[config.mk]
export PLATFORM = sky130hd
export DESIGN_NAME = toll_engine_multiclass
export DESIGN_NICKNAME = d
export VERILOG_FILES = /design/src/rtl/toll_engine_multiclass.sv
export SDC_FILE = /design/constraint.sdc
export NUM_CORES = 1
export LEC_CHECK = 0
export CAP_MARGIN = 20
export CORE_MARGIN = 2
export CORE_UTILIZATION = 55
export CTS_CLUSTER_DIAMETER = 100
export DETAILED_ROUTE_END_ITERATION = 16
export GPL_ROUTABILITY_DRIVEN = 0
export HOLD_SLACK_MARGIN = 0.05
export PLACE_DENSITY = 0.83
export SLEW_MARGIN = 0
export SYNTH_ARGS = -nofsm -noshare
export SYNTH_HDL_FRONTEND = slang
export SYNTH_SLANG_ARGS = --single-unit
[constraint.sdc]
create_clock -name clk -period 4.5 [get_ports clk]
set_input_delay 0.675 -clock clk [delete_from_list [all_inputs] [get_ports clk]]
set_output_delay 0.675 -clock clk [all_outputs]
set_load 0.005 [all_outputs]
[src/rtl/toll_engine_multiclass.sv]
// toll_engine_multiclass: multi-account, multi-class toll charging engine.
// Keeps a balance table for NUM_ACCOUNTS vehicles, charges a fee chosen by
// vehicle class, holds the gate open for GATE_HOLD cycles after a pass and
// accepts saturating balance top-ups.
//
// Handshake: a top-up transfers on any rising edge where topup_valid and
// topup_ready are both high; topup_ready never depends on topup_valid.
//
// Optional build macro TOLL_LOW_BAL_WARN_EN adds the registered low_bal_warn
// output, raised with transaction_done when a pass leaves the balance below
// LOW_BAL_THRESH.
module toll_engine_multiclass #(
    parameter int ID_W           = 4,
    parameter int NUM_ACCOUNTS   = 16,
    parameter int BAL_W          = 10,
    parameter int INIT_BAL       = 0,
    parameter int FEE_C0         = 50,
    parameter int FEE_C1         = 80,
    parameter int FEE_C2         = 120,
    parameter int FEE_C3         = 200,
    parameter int GATE_HOLD      = 4,
    parameter int LOW_BAL_THRESH = 100
) (
    input  logic             clk,
    input  logic             reset,
    input  logic             start_transaction,
    input  logic [ID_W-1:0]  vehicle_id_in,
    input  logic [1:0]       vehicle_class_in,
    input  logic             topup_valid,
    input  logic [ID_W-1:0]  topup_id,
    input  logic [BAL_W-1:0] topup_amount,
    output logic             topup_ready,
    output logic             busy,
    output logic             gate_open,
    output logic [1:0]       display_signal,
    output logic [1:0]       transaction_status,
    output logic             transaction_done,
`ifdef TOLL_LOW_BAL_WARN_EN
    output logic             low_bal_warn,
`endif
    output logic [BAL_W-1:0] balance_out
);

    localparam int CNT_W = (GATE_HOLD > 1) ? $clog2(GATE_HOLD) : 1;
    localparam logic [ID_W:0] NUM_ACC = (ID_W+1)'(NUM_ACCOUNTS);

    typedef enum logic [1:0] {IDLE, LOOKUP, CHECK, GATE} state_t;

    state_t           state;
    logic [BAL_W-1:0] bal_mem [NUM_ACCOUNTS];
    logic [ID_W-1:0]  lat_id;
    logic [1:0]       lat_class;
    logic [BAL_W-1:0] bal_q;
    logic [BAL_W-1:0] fee_q;
    logic             inv_q;
    logic [CNT_W-1:0] hold_cnt;

    logic             topup_fire;
    logic             topup_hit;
    logic [BAL_W:0]   topup_sum;
    logic [BAL_W-1:0] topup_new;
    logic             lat_valid;
    logic [BAL_W-1:0] fee_sel;
    logic [BAL_W-1:0] charge_new;
    logic             charge_pass;

    // Top-up acceptance, saturating add, fee selection and charge arithmetic.
    always_comb begin
        topup_ready = ((state == IDLE) && !start_transaction) || (state == GATE);
        topup_fire  = topup_valid && topup_ready;
        topup_hit   = ({1'b0, topup_id} < NUM_ACC);
        topup_sum   = '0;
        if (topup_hit)
            topup_sum = {1'b0, bal_mem[topup_id]} + {1'b0, topup_amount};
        topup_new   = topup_sum[BAL_W] ? {BAL_W{1'b1}} : topup_sum[BAL_W-1:0];
        lat_valid   = ({1'b0, lat_id} < NUM_ACC);
        case (lat_class)
            2'd0:    fee_sel = BAL_W'(FEE_C0);
            2'd1:    fee_sel = BAL_W'(FEE_C1);
            2'd2:    fee_sel = BAL_W'(FEE_C2);
            default: fee_sel = BAL_W'(FEE_C3);
        endcase
        charge_pass = !inv_q && (bal_q >= fee_q);
        charge_new  = bal_q - fee_q;
        busy        = (state != IDLE);
    end

    // Transaction FSM, registered outputs and balance table updates.
    always_ff @(posedge clk) begin
        if (reset) begin
            state              <= IDLE;
            lat_id             <= '0;
            lat_class          <= '0;
            bal_q              <= '0;
            fee_q              <= '0;
            inv_q              <= 1'b0;
            hold_cnt           <= '0;
            gate_open          <= 1'b0;
            display_signal     <= 2'b00;
            transaction_status <= 2'b00;
            transaction_done   <= 1'b0;
            balance_out        <= '0;
`ifdef TOLL_LOW_BAL_WARN_EN
            low_bal_warn       <= 1'b0;
`endif
            for (int i = 0; i < NUM_ACCOUNTS; i++)
                bal_mem[i] <= BAL_W'(INIT_BAL);
        end else begin
            transaction_done <= 1'b0;
            case (state)
                IDLE: begin
                    if (start_transaction) begin
                        lat_id             <= vehicle_id_in;
                        lat_class          <= vehicle_class_in;
                        display_signal     <= 2'b00;
                        transaction_status <= 2'b00;
`ifdef TOLL_LOW_BAL_WARN_EN
                        low_bal_warn       <= 1'b0;
`endif
                        state              <= LOOKUP;
                    end
                end
                LOOKUP: begin
                    bal_q <= lat_valid ? bal_mem[lat_id] : '0;
                    fee_q <= fee_sel;
                    inv_q <= !lat_valid;
                    state <= CHECK;
                end
                CHECK: begin
                    transaction_done <= 1'b1;
                    if (inv_q) begin
                        transaction_status <= 2'b11;
                        display_signal     <= 2'b11;
                        balance_out        <= '0;
                        state              <= IDLE;
                    end else if (charge_pass) begin
                        bal_mem[lat_id]    <= charge_new;
                        transaction_status <= 2'b01;
                        display_signal     <= 2'b01;
                        balance_out        <= charge_new;
                        gate_open          <= 1'b1;
                        hold_cnt           <= CNT_W'(GATE_HOLD - 1);
`ifdef TOLL_LOW_BAL_WARN_EN
                        low_bal_warn       <= (int'(charge_new) < LOW_BAL_THRESH);
`endif
                        state              <= GATE;
                    end else begin
                        transaction_status <= 2'b10;
                        display_signal     <= 2'b10;
                        balance_out        <= bal_q;
                        state              <= IDLE;
                    end
                end
                GATE: begin
                    if (hold_cnt == '0) begin
                        gate_open <= 1'b0;
                        state     <= IDLE;
                    end else begin
                        hold_cnt <= hold_cnt - 1'b1;
                    end
                end
                default: state <= IDLE;
            endcase
            // Top-ups never coincide with the CHECK write-back (ready is low in
            // CHECK), so a GATE top-up always lands on the post-deduction value.
            if (topup_fire && topup_hit)
                bal_mem[topup_id] <= topup_new;
        end
    end

endmodule

==> impl_metrics.py, run 1 <==
metrics = {
    "status": {
        "status": "finished, final reports clean",
    },
    "global_routing": {
        "grt_max_degree": 57,
        "antenna_found_initial": 3,
        "grt_usage_pct": 29.5,
        "gr-total-overflow": 0,
        "grt_pass1_vias": 7910,
        "grt_pass1_wl_um": 46200,
    },
    "clock_network": {
        "clockBufferDepth": 2,
        "htree_levels": 4,
        "post-cts-setup-buffer-count": 0,
        "cts_root_buf": "clkbuf_16",
        "cts.sinks": 200,
        "clk_latency_ns": 0.45,
        "numCtsBuffers": 17,
        "postCtsHoldBufs": 0,
        "cts_resized": 0,
        "path_clk_slew_ns": 0.07,
        "cts_tree": "built",
    },
    "synthesis": {
        "synthTopCellsByCount": "165 x nor2_1, 160 x edfxtp_1, 100 x mux4_2",
        "ys_ff_latch": 200,
        "syn-mean-instance-area_um2": 13.1,
        "synth_cell_types": 59,
        "synth_area_um2": 10900,
        "synth_edf_count": 160,
        "synth_area_leaders": "edfxtp_1 44%, mux4_2 21%, dfxtp_1 7.3%",
        "synth_flop_cell": "edfxtp_1",
        "postSynth.asyncResetShare_pct": 0,
        "synth_most_common_cell": "nor2_1",
        "yosysSeqAreaShare_pct": 51.3,
        "yosys.area.top_type": "edfxtp_1",
        "synth_top_area_share_pct": 44.0,
        "synth-warning-count": 0,
        "postSynthCellCount": 837,
        "syn-num-nets": 880,
    },
    "floorplan": {
        "fp.dieH_um": 145,
        "pin_count": 42,
        "std_cell_rows": 51,
        "initial_core_util_pct": 56.1,
        "die_w_um": 145,
        "fp.coreArea_um2": 19500,
        "die-area_um2": 21000,
    },
    "drt": {
        "wl_um": 30500,
        "avgViaCountPerCell": 6.70,
        "drc": 0,
        "routed-via-count": 7818,
        "avgRoutedWirePerCell_um": 26.1,
        "drtAntennaViolNets": 0,
        "dr.pass1.iters": 5,
        "drtIter0Drc": 1022,
    },
    "hold_path": {
        "hp-class": "reg2reg",
    },
    "worst_setup_path": {
        "cpPeakStageDelay_ns": 0.54,
        "worstPathArrival_ns": 4.30,
        "cp_max_fo": 11,
        "cp_num_buf_inv": 4,
        "crit_chain": "buf_2 -> buf_12 -> buf_4 -> mux4_2 -> mux4_2 -> ha_1 -> buf_4 -> a21oi_1 -> a21oi_1 -> or3_1 -> a21oi_1 -> or2_2 -> nor2_1",
        "worst_setup_path_end_kind": "register",
        "cpMaxStageDelayCell": "mux4_2",
        "crit_family": "multiplexers",
        "cp.required_ns": 4.69,
        "crit_path_start_kind": "input port",
        "worst_path_most_repeated_cell": "a21oi_1",
        "setup.worst_path.class": "in2reg",
    },
    "place": {
        "hpwl_um": 21300,
        "dpl-instance-area_um2": 11900,
        "dp_cells": 1132,
        "port_buffers": 41,
    },
    "timing": {
        "finalClockSkew_ns": 0.0103,
        "min_period_ns": 4.11,
        "setup_violations": 0,
        "worstMarginPinSlew_ns": 0.958,
        "timing.final.crit_share_pct": 91.4,
        "hold_ws_ns": 0.455,
        "clock.fmax_mhz": 243,
        "timing.setup.tns_ns": 0,
        "maxSlewViolCount": 0,
        "grt_setup_unrepaired": "false",
        "hold_viol": 0,
        "relSlewSlack_pct": 36.0,
    },
    "power": {
        "ir_drop_mv": 0.269,
        "total_power_uw": 5100,
        "power.leakage_uw": 0.00426,
        "pwr_density_cell_nw_per_um2": 409,
    },
    "finish": {
        "nets": 931,
        "final_area_um2": 12500,
        "drive_above_1_share_pct": 26.3,
        "synthToLayoutAreaGrowth_pct": 14.1,
        "instances_no_fill": 1167,
    },
    "flow_run": {
        "drv_cap": 0,
    },
}
==> metal layers <==
layer / GRT usage (%) / up-vias / wire [um]
li1: - / 3271 / -
met1: 36.6 / 3831 / 10700
met2: 48.9 / 600 / 15100
met3: 7.92 / 114 / 3560
met4: 13.2 / 2 / 1160
met5: 0 / - / 16
==> cell usage in the layout (no fill, tap or decap), drive strengths merged, types with 18 or more instances in the layout <==
cell type / Yosys / routed
edfxtp: 160 / 160
buf: 31 / 53
mux4: 100 / 100
clkdlybuf4s50: 0 / 38
dfxtp: 40 / 40
nor2: 171 / 171
nand2: 73 / 73
nand2b: 26 / 26
ha: 18 / 18
a21oi: 40 / 40
nand3: 28 / 28
clkbuf: 28 / 18
==> tightest hold or removal path: cells and delay by family (launching register included) <==
family           cells  cell delay [ns]
flip-flops           1             0.31
AND/OR/NAND/NOR      1             0.05
AO/OA/AOI/OAI        1             0.05
==> where the power goes <==
part           leakage, uW  switching, uW  internal, uW  total, uW
Sequential         0.00198           95.2          2090       2190
Combinational      0.00199            764           579       1340
Clock             0.000283            737           833       1570
==> per-stage QoR <==
stage          util, %  setup WS [ns]
3_5_place_dp      61.0         0.0496
3_3_place_gp      60.9          0.154
5_1_grt           64.1          0.324
2_1_floorplan        -         0.0275
4_1_cts           64.0          0.459
6_report          64.1          0.387
==> path summary, 6_finish.rpt <==
kind,startpoint,to,slack (ns),depth (start not counted)
setup / recovery,topup_id[0],bal_mem[2][7],0.39,13
hold / removal,fee_q[3],fee_q[3],0.45,2
setup reg to reg,bal_mem[3][0],bal_mem[3][8],0.68,11
hold reg to reg,fee_q[3],fee_q[3],0.45,2
==> kinds of logic (layout without fill, tap and decap cells) <==
group	after synthesis	count (layout)	synth area share [%]
AOI/OAI and AO/OA	98	98	6.55
other	0	1	0
muxes	106	106	21.2
DFF	200	200	51.3
adders and majority gates	19	19	2.24
xor gates and xnor gates	13	13	1.04
and+or+nand+nor	331	331	14.6
buffers and inverters	70	134	3.06
==> sequential cells by signal (all words and copies together) (netlist names), 2 cells and up <==
signal and cells:
bal_q 10, state 2, lat_class 2, fee_q 6, bal_mem 160, lat_id 4
transaction_status 2, balance_out 10, hold_cnt 2
==> layout make-up <==
type | count | area (um2)
well taps | 265 | 332
diodes | 1 | 2.50
clock inverters | 14 | 159
fillers | 1355 | 6990
flip-flops and latches | 200 | 5610
multi-input cells | 567 | 4990
inverters | 11 | 41.3
repair buffers | 91 | 912
clock buffers | 18 | 429
No activity file was read; power rests on OpenSTA's default activity.
==> run 2: changes to the inputs <==
--- a/config.mk
+++ b/config.mk
@@ -6,9 +6,10 @@
 export NUM_CORES = 1
 export LEC_CHECK = 0
 export CAP_MARGIN = 20
-export CORE_MARGIN = 2
+export CORE_MARGIN = 5
 export CORE_UTILIZATION = 55
 export CTS_CLUSTER_DIAMETER = 100
+export CTS_CLUSTER_SIZE = 30
 export DETAILED_ROUTE_END_ITERATION = 16
 export GPL_ROUTABILITY_DRIVEN = 0
 export HOLD_SLACK_MARGIN = 0.05
==> impl_metrics.py, run 2 (synthesis results as in run 1) <==
metrics = {
    "status": {
        "status": "finished, final reports clean",
    },
    "flow_run": {
        "drv_cap": 0,
    },
    "worst_setup_path": {
        "r2r_start": "bal_mem[15][0]",
        "cp.required_ns": 4.71,
        "reg2regPathDepth": 11,
        "rr_endpoint": "bal_mem[12][8]",
        "worst_setup_path_end_kind": "register",
        "crit_path_start_kind": "input port",
        "setup.worst_path.class": "in2reg",
        "cp_max_fo": 16,
        "worstPathArrival_ns": 4.28,
        "reg2reg_slack_ns": 0.61,
    },
    "hold_path": {
        "hold_depth": 2,
        "hold_end": "balance_out[2]",
        "hp-class": "reg2reg",
        "hp-start": "balance_out[2]",
    },
    "timing": {
        "relSlewSlack_pct": 33.1,
        "maxSlewViolCount": 0,
        "layout_setup_ws_ns": 0.437,
        "timing.final.crit_share_pct": 90.3,
        "setup_violations": 0,
        "hold_viol": 0,
        "clock.fmax_mhz": 246,
        "worstMarginPinSlew_ns": 0.997,
        "min_period_ns": 4.06,
        "finalClockSkew_ns": 0.0169,
        "grt_setup_unrepaired": "false",
        "timing.setup.tns_ns": 0,
    },
    "floorplan": {
        "initial_core_util_pct": 56.0,
        "pin_count": 42,
        "die-area_um2": 22800,
        "std_cell_rows": 51,
        "die_w_um": 151,
        "fp.dieH_um": 151,
        "fp.coreArea_um2": 19500,
    },
    "finish": {
        "top_register": "bal_mem",
        "instances_no_fill": 1164,
        "layout_commonest_cell": "nor2_1",
        "fin_util_pct": 63.8,
        "largestRegisters": "bal_mem (160), bal_q (10), balance_out (10)",
        "drive_above_1_share_pct": 26.4,
        "largest_register_ffs": 160,
        "synthToLayoutAreaGrowth_pct": 14.0,
        "antenna-diode-count": 0,
        "layout_common_cells": "165 x nor2_1, 160 x edfxtp_1, 100 x mux4_2",
        "nets": 929,
    },
    "power": {
        "pwr_density_cell_nw_per_um2": 408,
        "power.leakage_uw": 0.00426,
        "ir_drop_mv": 0.234,
        "total_power_uw": 5080,
    },
    "place": {
        "dp_cells": 1131,
        "post-place-ws_ns": 0.0212,
        "hpwl_um": 20500,
        "port_buffers": 41,
    },
    "global_routing": {
        "grt_usage_pct": 26.6,
        "gr-total-overflow": 0,
        "grt_pass1_vias": 7580,
        "grt_max_degree": 57,
        "grt_pass1_wl_um": 44600,
        "antenna_found_initial": 1,
    },
    "clock_network": {
        "clockBufferDepth": 2,
        "postCtsHoldBufs": 0,
        "cts.sinks": 200,
        "clk_latency_ns": 0.46,
        "cts_root_buf": "clkbuf_16",
        "numCtsBuffers": 17,
        "cts_resized": 0,
        "htree_levels": 4,
        "post-cts-setup-buffer-count": 0,
        "cts_tree": "built",
        "path_clk_slew_ns": 0.08,
    },
    "drt": {
        "avgRoutedWirePerCell_um": 25.1,
        "wl_um": 29200,
        "drc": 0,
        "dr.pass1.iters": 7,
        "drtAntennaViolNets": 0,
        "avgViaCountPerCell": 6.68,
        "routed-via-count": 7770,
        "drtIter0Drc": 1083,
    },
}
-- run 2: cell types whose count changed in the layout (fill, tap and decap cells not counted), moves of 2 or more --
cell	before	now
bufinv_16	2	0
clkinv_8	0	3
clkinvlp_4	2	0
inv_12	0	3
inv_8	2	4
-- run 2: cell type report --
cell class	count	area, um2
Timing Repair Buffer	89	881
Inverter	11	41.3
Sequential cell	200	5610
Clock buffer	17	425
Clock inverter	15	186
Fill cell	1390	7070
Tap cell	265	332
Multi-Input combinational cell	567	4990
-- run 2: critical path, stage by stage --
cell,delay (ns)
buf_2,0.29
mux4_2,0.58
mux4_2,0.51
ha_1,0.25
fa_1,0.42
a21o_1,0.22
a221oi_2,0.36
o2111ai_1,0.25
buf_4,0.24
o22ai_2,0.22
buf_12,0.18
nor2_1,0.07
-- run 2: layer usage --
layer	part of all wire [%]	vias up	global-route usage [%]
met5	0.045	-	0
met1	34	3780	34.0
met2	50	631	45.1
li1	-	3269	-
met3	13	88	6.04
met4	3.4	2	9.11
-- run 2: metrics by stage --
step           instance area [um2]  hold WS, ns
4_1_cts                      12500        0.452
2_1_floorplan                10900        0.436
6_report                     12500        0.451
3_5_place_dp                 11800        0.444
3_3_place_gp                 11800        0.441
5_1_grt                      12500        0.483
-- run 2: worst max path at each step --
stage	startpoint	end	slack, ns
after floorplan	topup_id[0]	bal_mem[15][4]	0.03
after global placement	topup_id[0]	bal_mem[7][4]	0.14
after detailed placement	topup_id[0]	bal_mem[13][4]	0.02
after CTS	topup_id[0]	bal_mem[12][8]	0.47
after global routing	topup_id[0]	bal_mem[13][4]	0.30
final	topup_id[0]	bal_mem[12][8]	0.44
-- run 2: power by group --
group          switching (uW)  internal (uW)  total, uW
sequential               87.3           2090       2180
clock                     819            765       1580
combinational             751            570       1320
total                    1660           3420       5080
==> edit 1 (settings of run 1) <==
Encoding of `state_t`: now one-hot (4 bits for 4 states).
--- a/src/rtl/toll_engine_multiclass.sv
+++ b/src/rtl/toll_engine_multiclass.sv
@@ -46,3 +46,3 @@
 
-    typedef enum logic [1:0] {IDLE, LOOKUP, CHECK, GATE} state_t;
+    typedef enum logic [3:0] {IDLE = 4'b0001, LOOKUP = 4'b0010, CHECK = 4'b0100, GATE = 4'b1000} state_t;
 
Behaviour: same outputs for any inputs over 4 cycles, from zero or initial values and one cycle with reset high; so few cycles prove little.
==> edit 1 against run 1 <==
Worst setup slack lost 0.040 ns. Wire length increased by 2.2%. First-iteration DRC count is 27% higher. Total power fell by 4.7%. Final area is 1.8% higher. Sequential cell count up 2. Area after synthesis is 0.44% lower. Non-clock buffer count up 8.
==> edit 1: results (changes against run 1) <==
| Metric | Value |
|---|---|
| Status | `finished clean` |
| Cells after DPL | `1,130 (-0.18%)` |
| Wire length on met3 | `3601 µm (+1.2%)` |
| Crit Path Max Fanout | `16 (+5)` |
| Highest routed metal layer | `met4` |
| Compound-cell area share of the yosys netlist | `8.522% (+2.0 points)` |
| First-pass GRT wire length | `47,930 µm (+3.8%)` |
| Reg2Reg Launch Point | `bal_mem[11][0]$_SDFFCE_PN0P_` |
| Net count after synthesis | `863 (-1.9%)` |
| Nets | `932 (+0.11%)` |
| Clock Latency Late Sink | `0.53 ns (+0.08 ns)` |
| DP HPWL | `21,470 µm (+1.0%)` |
| Top post-synthesis cells by count | `nor2_1, edfxtp_1, mux4_2, dfxtp_1, nand2_1` |
| Finished Layout Cells | `1,170 (+0.26%)` |
| CTS max path bufs | `3 (+1)` |
| Main area contributors after synthesis | `edfxtp_1, mux4_2, dfxtp_1, nor2_1, ha_1` |
| Flop2flop setup slack | `0.48 ns (-0.20 ns)` |
| Vias per inst | `6.870 (+2.6%)` |
| Synth Instances | `820 (-2.0%)` |
| Drt first pass iters | `6 (+1)` |
| Mux share of post-synthesis cell area | `21.71% (+0.55 points)` |
| M2 GR Usage | `52.36% (+3.5 points)` |
| Largest net degree at the start of global routing | `44 (-23%)` |
| Fin Clk Skew | `0.02059 ns (+0.01026 ns)` |
| WHS Endpoint | `balance_out[9]$_SDFFE_PP0P_` |
| Hold wc startpoint | `balance_out[9]$_SDFFE_PP0P_` |
| WL met2 | `15,200 µm (+0.81%)` |
[edit 1: cell types whose count changed in the layout (fill, tap and decap cells not counted), moves of 7 or more]
cell       change
nand3_4        -9
nor2_1        +29
buf_4          +8
a21oi_1       -15
nand2_1       -35
o21ai_1       +20
a211oi_1       +7
clkbuf_16      +7
nand3_2        -7
[edit 1: where the power goes]
part	internal [W]	switching [W]	leakage (nW)
sequential	0.00207	0.0000628	1.99
combinational	0.000389	0.000469	1.98
clock	0.00110	0.000766	0.374
total	0.00356	0.00130	4.34
[edit 1: layout make-up]
class                           count  area [µm²]
Tap cell                          265       331.6
Clock buffer                       26       618.1
Sequential cell                   202        5648
Multi-Input combinational cell    550        4936
Inverter                           14       52.55
Clock inverter                     14       131.4
Fill cell                        1290        6764
Timing Repair Buffer               99       980.9
[edit 1: kinds of logic after synthesis]
family / Yosys count
AND/OR/NAND/NOR: 295
flip-flops: 202
AO/OA/AOI/OAI: 114
multiplexers: 111
buffers and inverters: 68
adder cells (fa/ha/maj): 19
XOR/XNOR: 11
==> edit 2 (settings of run 1) <==
Without the edit above. Set the parameter `GATE_HOLD` to 8 (it was 4).
--- a/src/rtl/toll_engine_multiclass.sv
+++ b/src/rtl/toll_engine_multiclass.sv
@@ -20,3 +20,3 @@
     parameter int FEE_C3         = 200,
-    parameter int GATE_HOLD      = 4,
+    parameter int GATE_HOLD      = 8,
     parameter int LOW_BAL_THRESH = 100
Function: changed (Yosys sat finds a counterexample within 10 cycles, from zero or initial values and one cycle with reset high).
==> edit 2 against run 1 <==
Final area fell by 0.13%. Area after synthesis fell by 0.37%. Critical endpoint is now bal_mem[5][7]$_SDFFCE_PN0P_. Highest routed layer is now met4. Sequential cell count up 1. Wire length fell by 1.4%. Utilization shrank 0.084 points. Sequential share of layout area rose by 0.22 points. Worst setup slack got worse by 0.027 ns. Total power is 3.5% higher.
==> edit 2: results (changes against run 1) <==
| Metric | Value |
|---|---|
| Multi-input gate area in the final layout | `4949 µm² (-0.78%)` |
| Port bufs | `41 (unchanged)` |
| Compound-cell area share of the yosys netlist | `6.321% (-0.23 points)` |
| Combinational power | `0.00138 W (+3%)` |
| Leak Pwr | `4.237 nW (-0.45%)` |
| Fin Clk Skew | `0.01515 ns (+0.004818 ns)` |
| Total Wirelength | `30,070 µm (-1.4%)` |
| CTS Buf Count | `22 (+5)` |
| Drt first pass iters | `6 (+1)` |
| VDD IR max | `292.1 µV (+8.6%)` |
| Xor/xnor share of the synthesized area | `1.126% (+0.084 points)` |
| DR iter-0 viols | `1,072 (+4.9%)` |
| Flop2flop setup slack | `0.45 ns (-0.23 ns)` |
| DP Area | `11,780 µm² (-0.70%)` |
| Fillers | `1,314 (-3.0%)` |
| DP HPWL | `20,440 µm (-3.8%)` |
| Mux share of post-synthesis cell area | `21.15% (about the same)` |
| Synth cell types | `54 (-8.5%)` |
| Cells after DPL | `1,127 (-0.44%)` |
| Initial antenna violation count | `0 (-3)` |
| Reg2reg path depth | `11 (unchanged)` |
| Switching share of total power | `30.28% (-1.0 points)` |
| Synth Area per Inst | `12.98 µm² (-0.60%)` |
| Finished Layout Cells | `1,166 (-0.086%)` |
| ANT cells | `0 (-1)` |
| Pre-CTS worst setup slack | `0.02089 ns (-0.02870 ns)` |
| Hold crit path type | `reg -> reg` |
| Status | `finished clean` |
| GR Util All Layers | `29.88% (+0.37 points)` |
| First-pass GRT wire length | `45,780 µm (-0.88%)` |
| H-tree depth | `1 (-3)` |
| Net count after synthesis | `883 (+0.34%)` |
| Slew headroom | `24.76% (-11 points)` |
| Critical path arrival | `4.39 ns (+0.09 ns)` |
| Register area share after synthesis | `51.67% (+0.37 points)` |
| Max frequency | `241.5 MHz (-0.66%)` |
| Vias in the first global route | `7,722 (-2.4%)` |
| Power Density | `423.9 nW/µm² (+3.7%)` |
| Clock Latency Late Sink | `0.52 ns (+0.07 ns)` |
| Synth Area in Adders | `2.368% (+0.12 points)` |
| CTS max path bufs | `3 (+1)` |
| Main area contributors after synthesis | `edfxtp_1, mux4_2, dfxtp_1, nor2_1, nand2_1` |
| Nets | `930 (-0.11%)` |
| Biggest regs | `bal_mem x160, bal_q x10, balance_out x10` |
| Vias | `7,775 (-0.55%)` |
| Largest net degree at the start of global routing | `58 (+1.8%)` |
| CP Capture Point | `bal_mem[5][7]$_SDFFCE_PN0P_` |
| Layout cells sized above 1 | `23.31% (-3.0 points)` |
| Crit. Startpoint | `topup_id[1]` |
| RR Endpoint | `bal_mem[5][7]$_SDFFCE_PN0P_` |
| Sequential Power Share | `41.5% (-1.4 points)` |
| Crit Path Max Fanout | `15 (+4)` |
| Reg2Reg Launch Point | `bal_mem[13][0]$_SDFFCE_PN0P_` |
| Top post-synthesis cells by count | `nor2_1, edfxtp_1, mux4_2, nand2_1, dfxtp_1` |
| Setup bufs post-CTS | `0 (unchanged)` |
-- edit 2: cell types whose count changed in the layout (fill, tap and decap cells not counted), sizes merged, moves of 4 or more --
cell and change:
buf -11, clkbuf +11, nor2 +7, inv -5
clkinv +4
-- edit 2: how the worst min path moves through the flow --
stage                                      startpoint                     endpoint  slack [ns]
after CTS                       bal_q[1]$_SDFFE_PP0N_        bal_q[1]$_SDFFE_PP0N_        0.46
final                           bal_q[1]$_SDFFE_PP0N_        bal_q[1]$_SDFFE_PP0N_        0.46
after floorplan                 bal_q[1]$_SDFFE_PP0N_        bal_q[1]$_SDFFE_PP0N_        0.44
after detailed placement        bal_q[1]$_SDFFE_PP0N_        bal_q[1]$_SDFFE_PP0N_        0.45
after global routing      balance_out[8]$_SDFFE_PP0P_  balance_out[8]$_SDFFE_PP0P_        0.49
after global placement    balance_out[2]$_SDFFE_PP0P_  balance_out[2]$_SDFFE_PP0P_        0.44
-- edit 2: worst max-delay path, stage by stage --
cell and delay (ns):
buf_2 0.33, buf_4 0.32, mux4_2 0.37, mux4_2 0.53, fa_1 0.47, a21o_1 0.21
a221oi_1 0.41, o2111ai_1 0.21, a21oi_1 0.31, o21bai_1 0.26, buf_4 0.23, nor2_1 0.05
-- edit 2: per-layer routing --
layer | GRT usage, % | up-vias | part of all wire, %
met5 | 0 | - | 0
met4 | 12.21 | 0 | 4.4
met3 | 7.272 | 105 | 13
met2 | 49.66 | 651 | 49
met1 | 38.04 | 3757 | 34
li1 | - | 3262 | -
-- edit 2: layout make-up --
type	instances	area share (%)
Clock buffer	29	4.802
Clock inverter	10	0.5927
Inverter	12	0.3617
Multi-Input combinational cell	569	39.73
Sequential cell	201	45.19
Tap cell	265	2.662
Timing Repair Buffer	80	6.661
